[config.mk]
export PLATFORM = sky130hd
export DESIGN_NAME = branch_cond_resolver
export DESIGN_NICKNAME = d
export VERILOG_FILES = /design/src/rtl/branch_cond_resolver.sv
export SDC_FILE = /design/constraint.sdc
export NUM_CORES = 1
export LEC_CHECK = 0
export BUFFER_PORTS_ARGS = -buffer_cell sky130_fd_sc_hd__clkbuf_2
export CAP_MARGIN = 10
export CORE_MARGIN = 2
export CORE_UTILIZATION = 48
export CTS_BUF_LIST = sky130_fd_sc_hd__clkbuf_4 sky130_fd_sc_hd__clkbuf_8
export CTS_CLUSTER_DIAMETER = 60
export DETAILED_ROUTE_END_ITERATION = 8
export HOLD_SLACK_MARGIN = 0.15
export PLACE_DENSITY_LB_ADDON = 0.08
export SETUP_SLACK_MARGIN = 0.3
export SLEW_MARGIN = 20
export SYNTH_ARGS = -nofsm -noshare
export SYNTH_HDL_FRONTEND = slang
export SYNTH_SLANG_ARGS = --single-unit
[constraint.sdc]
create_clock -name clk -period 2.01 [get_ports clk]
set_clock_uncertainty 0.1 [all_clocks]
set_input_delay 0.1005 -clock clk [delete_from_list [all_inputs] [get_ports clk]]
set_output_delay 0.1005 -clock clk [all_outputs]
set_load 0.01 [all_outputs]
[src/rtl/branch_cond_resolver.sv]
// ---------------------------------------------------------------------------
// branch_cond_resolver
//
// Resolves one branch per cycle for the fetch-stage PC mux. It selects either
// the stored NZVC flags or the flags the ALU is producing this cycle. It then
// evaluates the ARMv8 condition (B.cond) or the register-zero test (CBZ/CBNZ)
// and registers the taken/not-taken result. It also keeps saturating counters
// of resolved branches and taken branches.
//
// Parameters:
//   CNT_W          width of each saturating performance counter (>= 2)
//
// Ports:
//   clk            system clock, rising edge
//   reset          synchronous active-high reset
//   in_valid       a branch is presented this cycle
//   br_kind        00 B, 01 B.cond, 10 CBZ, 11 CBNZ
//   cond           ARMv8 condition field (B.cond only)
//   reg_zero       tested register equals zero (CBZ/CBNZ)
//   flag_*         stored N/Z/V/C from the flag register
//   fwd_set        execute stage is writing flags this cycle
//   fwd_*          N/Z/V/C produced by the ALU this cycle
//   stall          hold all registered state
//   flush          kill the branch presented this cycle
//   out_valid      registered result valid
//   taken          registered resolved-taken
//   out_kind       registered br_kind of the resolved branch
//   branch_count   saturating count of accepted branches
//   taken_count    saturating count of accepted taken branches
// ---------------------------------------------------------------------------
module branch_cond_resolver #(
    parameter int CNT_W = 16
) (
    input  logic             clk,
    input  logic             reset,
    input  logic             in_valid,
    input  logic [1:0]       br_kind,
    input  logic [3:0]       cond,
    input  logic             reg_zero,
    input  logic             flag_neg,
    input  logic             flag_zero,
    input  logic             flag_of,
    input  logic             flag_co,
    input  logic             fwd_set,
    input  logic             fwd_neg,
    input  logic             fwd_zero,
    input  logic             fwd_of,
    input  logic             fwd_co,
    input  logic             stall,
    input  logic             flush,
    output logic             out_valid,
    output logic             taken,
    output logic [1:0]       out_kind,
    output logic [CNT_W-1:0] branch_count,
    output logic [CNT_W-1:0] taken_count
);

    logic             w_n;
    logic             w_z;
    logic             w_v;
    logic             w_c;
    logic             w_cond_true;
    logic             w_resolved;
    logic             w_accept;

    logic             r_out_valid;
    logic             r_taken;
    logic [1:0]       r_out_kind;
    logic [CNT_W-1:0] r_branch_count;
    logic [CNT_W-1:0] r_taken_count;

    // The forwarded flags are what the flag register captures on this edge,
    // so selecting them here removes the stall a flag-setting predecessor
    // would otherwise need.
    always_comb begin
        w_n = fwd_set ? fwd_neg  : flag_neg;
        w_z = fwd_set ? fwd_zero : flag_zero;
        w_v = fwd_set ? fwd_of   : flag_of;
        w_c = fwd_set ? fwd_co   : flag_co;
    end

    always_comb begin
        w_cond_true = 1'b1;
        case (cond)
            4'b0000: w_cond_true =  w_z;                        // EQ
            4'b0001: w_cond_true = ~w_z;                        // NE
            4'b0010: w_cond_true =  w_c;                        // HS
            4'b0011: w_cond_true = ~w_c;                        // LO
            4'b0100: w_cond_true =  w_n;                        // MI
            4'b0101: w_cond_true = ~w_n;                        // PL
            4'b0110: w_cond_true =  w_v;                        // VS
            4'b0111: w_cond_true = ~w_v;                        // VC
            4'b1000: w_cond_true =  (w_c & ~w_z);               // HI
            4'b1001: w_cond_true = ~(w_c & ~w_z);               // LS
            4'b1010: w_cond_true =  (w_n ~^ w_v);               // GE
            4'b1011: w_cond_true =  (w_n ^ w_v);                // LT
            4'b1100: w_cond_true =  (~w_z & (w_n ~^ w_v));      // GT
            4'b1101: w_cond_true = ~(~w_z & (w_n ~^ w_v));      // LE
            default: w_cond_true = 1'b1;                        // AL, NV
        endcase
    end

    always_comb begin
        w_resolved = 1'b1;
        case (br_kind)
            2'b00:   w_resolved = 1'b1;
            2'b01:   w_resolved = w_cond_true;
            2'b10:   w_resolved = reg_zero;
            default: w_resolved = ~reg_zero;
        endcase
    end

    assign w_accept = in_valid & ~stall & ~flush;

    always_ff @(posedge clk) begin
        if (reset) begin
            r_out_valid    <= 1'b0;
            r_taken        <= 1'b0;
            r_out_kind     <= '0;
            r_branch_count <= '0;
            r_taken_count  <= '0;
        end else if (flush) begin
            r_out_valid <= 1'b0;
            r_taken     <= 1'b0;
        end else if (!stall) begin
            r_out_valid <= in_valid;
            r_taken     <= in_valid & w_resolved;
            r_out_kind  <= br_kind;
            if (w_accept) begin
                if (r_branch_count != '1)
                    r_branch_count <= r_branch_count + CNT_W'(1);
                if (w_resolved && (r_taken_count != '1))
                    r_taken_count <= r_taken_count + CNT_W'(1);
            end
        end
    end

    assign out_valid    = r_out_valid;
    assign taken        = r_taken;
    assign out_kind     = r_out_kind;
    assign branch_count = r_branch_count;
    assign taken_count  = r_taken_count;

endmodule

==> results of run 1 <==
## worst paths after layout
path / end / cells past startpoint
setup / recovery: taken_count[14] / 7
hold / removal: branch_count[14] / 5
setup reg to reg: taken_count[14] / 7
hold reg to reg: out_kind[1] / 2
## tightest hold or removal path: stages
cell	delay, ns
clkbuf_2	0.13
nand4_1	0.14
nor3_4	0.06
o21ai_1	0.11
nor2_1	0.05
## repair_timing
item | in CTS | in global routing
buffers inserted | 11 | 9
setup endpoints to repair | 29 | 33
pin swaps | 26 | 30
endpoints found under the hold margin | 4 | 0
resized for setup | 15 | 82
cloned | 1 | 3
hold buffers | 5 | 0
## per-layer routing
| metal | vias to the layer above | share of wire (%) |
|---|---|---|
| li1 | 1128 | - |
| met1 | 1118 | 43 |
| met2 | 78 | 50 |
| met3 | 11 | 5.8 |
| met4 | 0 | 1.6 |
| met5 | - | 0 |
## power groups by stage
stage,registers [mW],clock network (mW),logic (mW)
after floorplan,0.739,0,0.0883
after global placement,0.736,0,0.160
after detailed placement,0.737,0,0.161
after CTS,0.721,0.527,0.177
after global routing,0.717,0.552,0.281
final,0.716,0.528,0.264
## synth_stat cells, types with 2 or more instances
library cell   n  area [um^2]
and3_1         3        18.77
nand4_1       15        93.84
inv_1          6        22.52
nor4_1         3        18.77
buf_2          3        15.01
clkbuf_1       5        18.77
nor2b_1        7        43.79
nor3_1         5        25.02
dfxtp_1       36        720.7
ha_1           2        25.02
o21ai_0        8        40.04
a21oi_1       15        75.07
mux2_2         6        67.56
xor2_1        12        105.1
nand3_1        3        15.01
nor2_1        26        97.59
xnor2_1        2        17.52
o31ai_1        8        60.06
nand2b_1       6        37.54
or4_1          8        60.06
buf_6          3        33.78
or3_1          5        31.28
and2_1         2        12.51
nand2_1       20        75.07
o21ai_1        2        10.01
mux2i_1        8        80.08
nor4b_1        2        17.52
or2_2          2        12.51
## cell type report
class | instances | area share (%)
clock inverter | 1 | 0.1086
inverter | 6 | 0.6515
timing repair buffer | 124 | 26.38
sequential | 36 | 21.97
multi-input combinational | 187 | 46.65
tap | 50 | 1.810
clock buffer | 7 | 2.425
## kinds of logic after synthesis
logic type / Yosys count / share of synthesized area, %
DFF: 36 / 36.04
muxes: 15 / 7.947
buffers and inverters: 17 / 4.505
xor gates and xnor gates: 14 / 6.133
and+or+nand+nor: 113 / 30.98
AOI/OAI and AO/OA: 42 / 13.14
adders and majority gates: 2 / 1.251
## through the flow
stage	setup TNS [ns]	instance area (um^2)
finish	0	3457
global placement	-0.9837	2674
floorplan	-0.002527	2103
global route	-0.01069	3457
CTS	0	2965
detailed placement	-1.780	2674
## state kept, by name (all words and copies together) (netlist names)
name          cells
taken_count      16
taken             1
out_kind          2
out_valid         1
branch_count     16
==> metrics.txt, run 1 <==
HP Class=primary input to flip-flop; DR pass1 iterations=4; Max-Cap Viols=0; Crit. Startpoint=taken_count[9]; Site Rows=23; critical path startpoint category=flip-flop; Netlist Area Pre-Place=0.001999 mm^2; die width=roughly 70 um; crit-path cells=nand4_1 > nor2_2 > inv_1 > nor3_2 > or4b_4 > or4_4 > a21oi_2; gr busiest metal=met2; layout cell share with drive strength beyond 1=between 50% and 60%; worst slew pin tran=between 0.7 and 0.8 ns; clk buf depth=2; grt met2 use=40.50%; number of global-route vias before repair=around 1900; dpl cells=about 370; Clock Latency Late Sink=between 0.2 and 0.3 ns; Async S/R FF share, synth=0%; Seq pwr share=a little under half; number of unique standard cell types used by synthesis=between 40 and 50; Ports=between 50 and 60; P_sw=approximately 0.40 mW; critical path class=flip-flop to flip-flop; Post-Place Worst Slack=-0.1902 ns; clock tree sinks=36; syn nets=around 260; chip height=around 69 um; hpwl dp=~3.7 mm; most used flip-flop cell after synthesis=dfxtp_1; Clock H-tree levels=2; commonest non-fill, non-tap cell in the layout=buf_4; initial antenna violation count=0; drt wl/cell=16.37 um; die area=approximately 0.0047 mm^2; f_max=between 0.5 and 0.6 GHz; vias=around 2300; final cell utilization of the core=86.42%; Slowest-stage cell, CP=or4b_4; worst-path maximum fanout=5; Core ar.=between 0.004 and 0.005 mm^2; sequential-to-total area share from yosys stat=between 30% and 40%; power density over the cells=436.4 mW/mm^2; GRT Total Usage=23.76%; most frequent cells in the layout=53 x buf_4, 52 x clkbuf_2, 21 x nor2_1, 19 x dfxtp_1, 15 x nand4_1; status=finished clean; CTS tree=built; final hold vios=0; Final ANT Viol Nets=0; unrepaired setup endpoints after global routing=yes; Area Growth Syn to Fin=72.90%; Tmin final=~2 ns; share of total power in combinational logic=17.5%; Min Hold Slack=0.2436 ns; Peak VDD IR=0.0003554 V; clock power share=a little over a third; Starting Density=49.98%; area of the multi-input gates=0.001613 mm^2; flops & latches, synth=36; final std cells w/o fill=411; worst reg-to-reg setup slack=around 0.038 ns; # diodes=0; CP Data Arrival Time=2.09 ns; total routed wirelength=approximately 6.7 mm; Critical R2R Launch=taken_count[9]; first-pass GRT wire length=8.521 mm; vias per inst=about 5.7; Final setup viols=0; number of CTS-inserted buffers=5; Worst-path clk slew=approximately 0.080 ns; Synth Warn #=0; 1st-iter DRT viols=roughly 140; syn_area_per_cell=roughly 8.4 um^2; DRC viols=0; worst rel slew slack=roughly 53%; gp weighted congestion=~0.8; min-delay src=in_valid; post-synthesis cell count=approximately 240; Pint=approximately 1.1 mW; type of element capturing the critical path=flip-flop; largest net degree at the start of global routing=35; Post-synth EDFFs=0; M3 GR Usage=about 4.7%; Leak=between 1 and 1.5 nW; largest delay contributor family on the critical path=simple AND/OR/NAND/NOR gates; sw frac=a little over a quarter; Nets=between 300 and 400; port bufs=between 50 and 60; Root Driver=clkbuf_8; Required @ worst endpoint=between 2 and 2.5 ns; max incr delay on CP=between 0.5 and 0.6 ns; post-route clock period utilization=98.13%; fillers=about 210; met1 usage=about 31%; Buf/Inv on CP=1; Final Slew Violations=0; total power=approximately 1.5 mW; grt ovf=0; final worst setup slack=around 0.038 ns; FF+latch area=between 700 and 800 um^2
Power figures use the tool's default switching activity.
==> run 2, diff against run 1 <==
ABC_AREA = 1   (was unset)
CORE_UTILIZATION = 49   (was 48)
==> metrics.txt, run 2 <==
largest delay contributor family on the critical path=simple AND/OR/NAND/NOR gates; grt ovf=0; Max-Cap Viols=0; clock tree sinks=36; die area=between 0.004 and 0.005 mm^2; Netlist Area Pre-Place=0.002152 mm^2; chip height=roughly 70 um; CP Data Arrival Time=around 1.8 ns; Worst-path clk slew=about 0.07 ns; crit-path cells=nand2_1 > inv_1 > nand4_1 > nor2_2 > nand3_2 > nand2_4 > nor2_4 > nand3_2 > nor2_2 > or2_0 > and2_1; DRC viols=0; setup TNS=0 ns; largest net degree at the start of global routing=19; syn_area_per_cell=6.561 um^2; drt wl/cell=between 10 and 15 um; total routed wirelength=about 6.3 mm; most frequent cell after synthesis=nand2_1; DR pass1 iterations=5; critical path class=flip-flop to flip-flop; Slowest-stage cell, CP=dfxtp_4; Post-synth EDFFs=0; number of unique standard cell types used by synthesis=31; Peak VDD IR=about 0.00044 V; unrepaired setup endpoints after global routing=yes; Root Driver=clkbuf_8; 1st-iter DRT viols=200; Required @ worst endpoint=2.09 ns; Buf/Inv on CP=1; dpl cells=approximately 440; sequential-to-total area share from yosys stat=roughly a third; Starting Density=50.12%; Site Rows=24; f_max=0.5799 GHz; Synth Warn #=0; post-synthesis cell count=328; area share of the largest cell type after synthesis=roughly 33%; Final setup viols=0; power density over the cells=474.4 mW/mm^2; worst-path maximum fanout=4; Final ANT Viol Nets=0; vias=2536; most used flip-flop cell after synthesis=dfxtp_1; HP Class=primary input to flip-flop; number of global-route vias before repair=roughly 2300; first-pass GRT wire length=~9.6 mm; status=finished clean; Async S/R FF share, synth=0%; final std cells w/o fill=480; die width=between 70 and 80 um; layout cell share with drive strength beyond 1=approximately a third; post-route clock period utilization=85.79%; Ports=57; most frequent cells in the layout=75 x nand2_1, 55 x clkbuf_2, 38 x nand3_1, 35 x inv_1, 32 x a21oi_1; type of element capturing the critical path=flip-flop; top cells by area, synth=dfxtp_1 33%, nand2_1 14%, nand3_1 9.8%; clk buf depth=2; number of CTS-inserted buffers=5; vias per inst=between 5 and 6; Final Slew Violations=0; Synth top cells by count=80 x nand2_1, 42 x nand3_1, 38 x inv_1, 36 x dfxtp_1, 32 x a21oi_1; Tmin final=between 1.5 and 2 ns; Leak=between 1 and 1.5 nW; final hold vios=0; commonest non-fill, non-tap cell in the layout=nand2_1; worst slew pin tran=0.4044 ns; flops & latches, synth=36; initial antenna violation count=0; # diodes=0; Clock Latency Late Sink=0.28 ns; Clock H-tree levels=2; port bufs=56; worst rel slew slack=between 70% and 80%; Min Hold Slack=roughly 0.24 ns; final cell utilization of the core=73.37%; Core ar.=between 0.004 and 0.005 mm^2; GRT Total Usage=about a quarter; critical path startpoint category=flip-flop; syn nets=roughly 350; cell taking the most area after synthesis=dfxtp_1; CTS tree=built; Nets=450; hpwl dp=approximately 4 mm; gp weighted congestion=approximately 0.86; max incr delay on CP=0.36 ns; total power=around 1.5 mW; Area Growth Syn to Fin=46.40%
[run 2: cell types whose count changed in the layout (fill, tap and decap cells not counted), sizes merged, moves of 5 or more]
cell,change
or3,-5
buf,-35
or4,-8
dlygate4sd3,+8
nand2,+66
nand4,-9
mux2i,-8
o31ai,-7
mux2,-7
nand2b,-6
inv,+34
nand3,+40
a21oi,+16
nor2b,-7
[run 2: path summary, 6_finish.rpt]
path,end,startpoint,depth (start not counted),slack (ns)
hold reg to reg,branch_count[6],branch_count[6],1,0.35
hold / removal,branch_count[6],reset,4,0.24
setup / recovery,branch_count[9],branch_count[6],11,0.29
setup reg to reg,branch_count[9],branch_count[6],11,0.29
[run 2: through the flow]
stage,setup slack [ns],cell area (um^2)
detailed placement,0.1518,2604
CTS,0.2721,2880
floorplan,0.3006,2210
global placement,0.2228,2604
finish,0.2857,3151
global route,0.1681,3151
[run 2: what timing repair did]
item | 4_1_cts | 5_1_grt
gates cloned | 0 | 1
gates resized for setup | 7 | 50
pin swaps | 5 | 15
setup endpoints to repair | 17 | 33
setup buffers | 4 | 12
hold buffers | 13 | 0
hold endpoints to repair | 14 | 0
[run 2: cell type report]
class                      instances  area (um^2)
inverter                          40        152.6
multi-input combinational        246         1439
tap                               52        65.06
sequential                        36        754.5
timing repair buffer              98        641.9
clock buffer                       8        97.59
fill                             342         1144
[run 2: kinds of logic (layout without fill, tap and decap cells)]
logic type	count (synthesis)	after routing	share of synthesized area (%)
AND/OR/NAND/NOR	178	178	37.50
AO/OA/AOI/OAI	48	48	11.74
buffers and inverters	46	146	8.779
flip-flops	36	36	33.49
XOR/XNOR	18	18	7.326
adder cells (fa/ha/maj)	2	2	1.163
[run 2: where the power goes]
group,switching (mW),leakage [nW],internal (mW),total (mW)
registers,0.00753,0.300,0.714,0.722
logic,0.131,1.04,0.0879,0.219
clock network,0.247,0.0523,0.307,0.553
[run 2: worst reg2reg max path, stage by stage, from the launching register on]
cell and delay, ns:
dfxtp_4 0.36, nand2_1 0.05, inv_1 0.07, nand4_1 0.15, nor2_2 0.16, nand3_2 0.11, nand2_4 0.13, nor2_4 0.04
nand3_2 0.07, nor2_2 0.05, or2_0 0.19, and2_1 0.15
[run 2: layer usage]
metal	up-vias	part of all wire, %	global-route usage (%)
li1	1277	-	-
met1	1171	40	27.50
met2	75	53	42.77
met3	13	4.9	4.906
met4	0	1.8	7.265
met5	-	0	0
==> run 3, diff against run 2 <==
REMOVE_ABC_BUFFERS = 1   (was unset)
==> metrics.txt, run 3 (synthesis gave the netlist of run 2 again) <==
HP Class=primary input to flip-flop; DR pass1 iterations=4; Tmin final=approximately 1.7 ns; Critical Path Sink=branch_count[9]; Root Driver=clkbuf_8; worst slew pin tran=slightly above 0.5 ns; Nets=roughly 450; Final ANT Viol Nets=0; clock tree sinks=36; Site Rows=24; f_max=0.5909 GHz; number of global-route vias before repair=about 2200; Starting Density=between 50% and 60%; vias per inst=5.207; Area Growth Syn to Fin=47.67%; Final setup viols=0; GRT Total Usage=between 20% and 30%; final std cells w/o fill=slightly below 500; most frequent cells in the layout=74 x nand2_1, 56 x clkbuf_2, 36 x nand3_1, 35 x inv_1; worst-path maximum fanout=3; total power=1.606 mW; number of CTS-inserted buffers=5; max incr delay on CP=0.35 ns; gp weighted congestion=slightly above 0.8; final worst setup slack=0.3176 ns; Clock Latency Late Sink=just under 0.3 ns; 1st-iter DRT viols=between 100 and 150; die width=70.27 um; chip height=between 70 and 80 um; final hold vios=0; commonest non-fill, non-tap cell in the layout=nand2_1; Worst-path clk slew=roughly 0.080 ns; Leak=between 1 and 1.5 nW; CTS tree=built; power density over the cells=between 500 and 600 mW/mm^2; first-pass GRT wire length=roughly 10 mm; Ports=57; Critical R2R Launch=branch_count[3]; largest net degree at the start of global routing=24; Peak VDD IR=0.0002738 V; dpl cells=approximately 450; Post-Place Worst Slack=around 0.09 ns; critical path class=flip-flop to flip-flop; Final Slew Violations=0; clk buf depth=2; final cell utilization of the core=74.01%; port bufs=56; grt ovf=0; worst reg2reg path depth=11; Core ar.=between 0.004 and 0.005 mm^2; layout cell share with drive strength beyond 1=a little over a third; reg-to-reg endpoint=branch_count[9]; crit-path cells=nand2_2 > inv_2 > nand4_1 > nor2_2 > nand3_2 > nand2_2 > nor2_2 > nand3_2 > nor2_2 > or2_0 > and2_1; hpwl dp=~4 mm; # diodes=0; DRC viols=0; CP Data Arrival Time=roughly 1.8 ns; total routed wirelength=6.298 mm; die area=0.004938 mm^2; Clock H-tree levels=2; post-route clock period utilization=between 80% and 90%; drt wl/cell=~13 um; critical path startpoint category=flip-flop; Required @ worst endpoint=approximately 2.1 ns; worst rel slew slack=around two thirds; CP dominant cell by count=nor2_2; Max-Cap Viols=0; status=finished clean; worst reg-to-reg setup slack=0.32 ns; Crit. Startpoint=branch_count[3]; initial antenna violation count=0; vias=~2500; type of element capturing the critical path=flip-flop; Slowest-stage cell, CP=dfxtp_2; unrepaired setup endpoints after global routing=yes
==> run 3: changes by cell type in the layout (fill, tap and decap cells not counted), moves of 2 or more <==
cell           before  now
dfxtp_4             6    3
nor2_2              4    6
nand3_4             1    3
nand2_2             6    8
dfxtp_1            21   19
nand3_1            38   36
dfxtp_2             9   14
dlygate4sd3_1      13   10
buf_4              27   31
nor2_4              4    2
==> run 3: stage by stage <==
stage | hold slack [ns] | area [um^2] | TNS (ns)
2_1_floorplan | 0.06957 | 2113 | -1.374
3_3_place_gp | 0.2720 | 2586 | 0
3_5_place_dp | 0.2746 | 2586 | 0
4_1_cts | 0.1642 | 2923 | 0
5_1_grt | 0.1763 | 3178 | 0
6_report | 0.1374 | 3178 | 0
==> run 3: final cells by class <==
cell class / count / area, um^2
clock buffers: 6 / 76.32
clock inverters: 2 / 35.03
fillers: 333 / 1116
inverters: 40 / 150.1
multi-input cells: 247 / 1466
flip-flops and latches: 36 / 749.5
well taps: 52 / 65.06
repair buffers: 99 / 635.6
==> run 3: power by group <==
group | switching [mW] | internal [mW] | leakage [nW]
Combinational | 0.134 | 0.0858 | 1.07
Clock | 0.280 | 0.382 | 0.0586
Sequential | 0.00615 | 0.717 | 0.300
==> run 3: how the worst min path moves through the flow <==
stage	cells past startpoint	start	endpoint	slack [ns]
final	4	stall	out_valid	0.14
after global routing	4	stall	out_valid	0.18
after CTS	4	stall	out_valid	0.16
after detailed placement	3	in_valid	taken	0.27
after global placement	3	in_valid	taken	0.27
after floorplan	1	reset	branch_count[11]	0.07
==> run 3: worst max-delay path, delay by kind of cell, from the launching register on <==
| kind | cells | cell delay (ns) |
|---|---|---|
| buf+inv | 1 | 0.07 |
| flops | 1 | 0.35 |
| simple gates | 10 | 1.07 |
==> run 3: metal layers <==
metal / up-vias / track usage [%] / share of wire (%)
met5: - / 0 / 0
met4: 0 / 7.479 / 1.4
met3: 9 / 5.195 / 4.9
met2: 67 / 38.16 / 47
met1: 1158 / 32.73 / 47
li1: 1276 / - / -
==> run 3: what timing repair did <==
item,CTS,global route
cloned,0,1
setup buffers,5,11
setup endpoints to repair,31,30
gates resized for setup,22,46
hold endpoints to repair,4,0
pin swaps,3,18
hold buffers,10,0
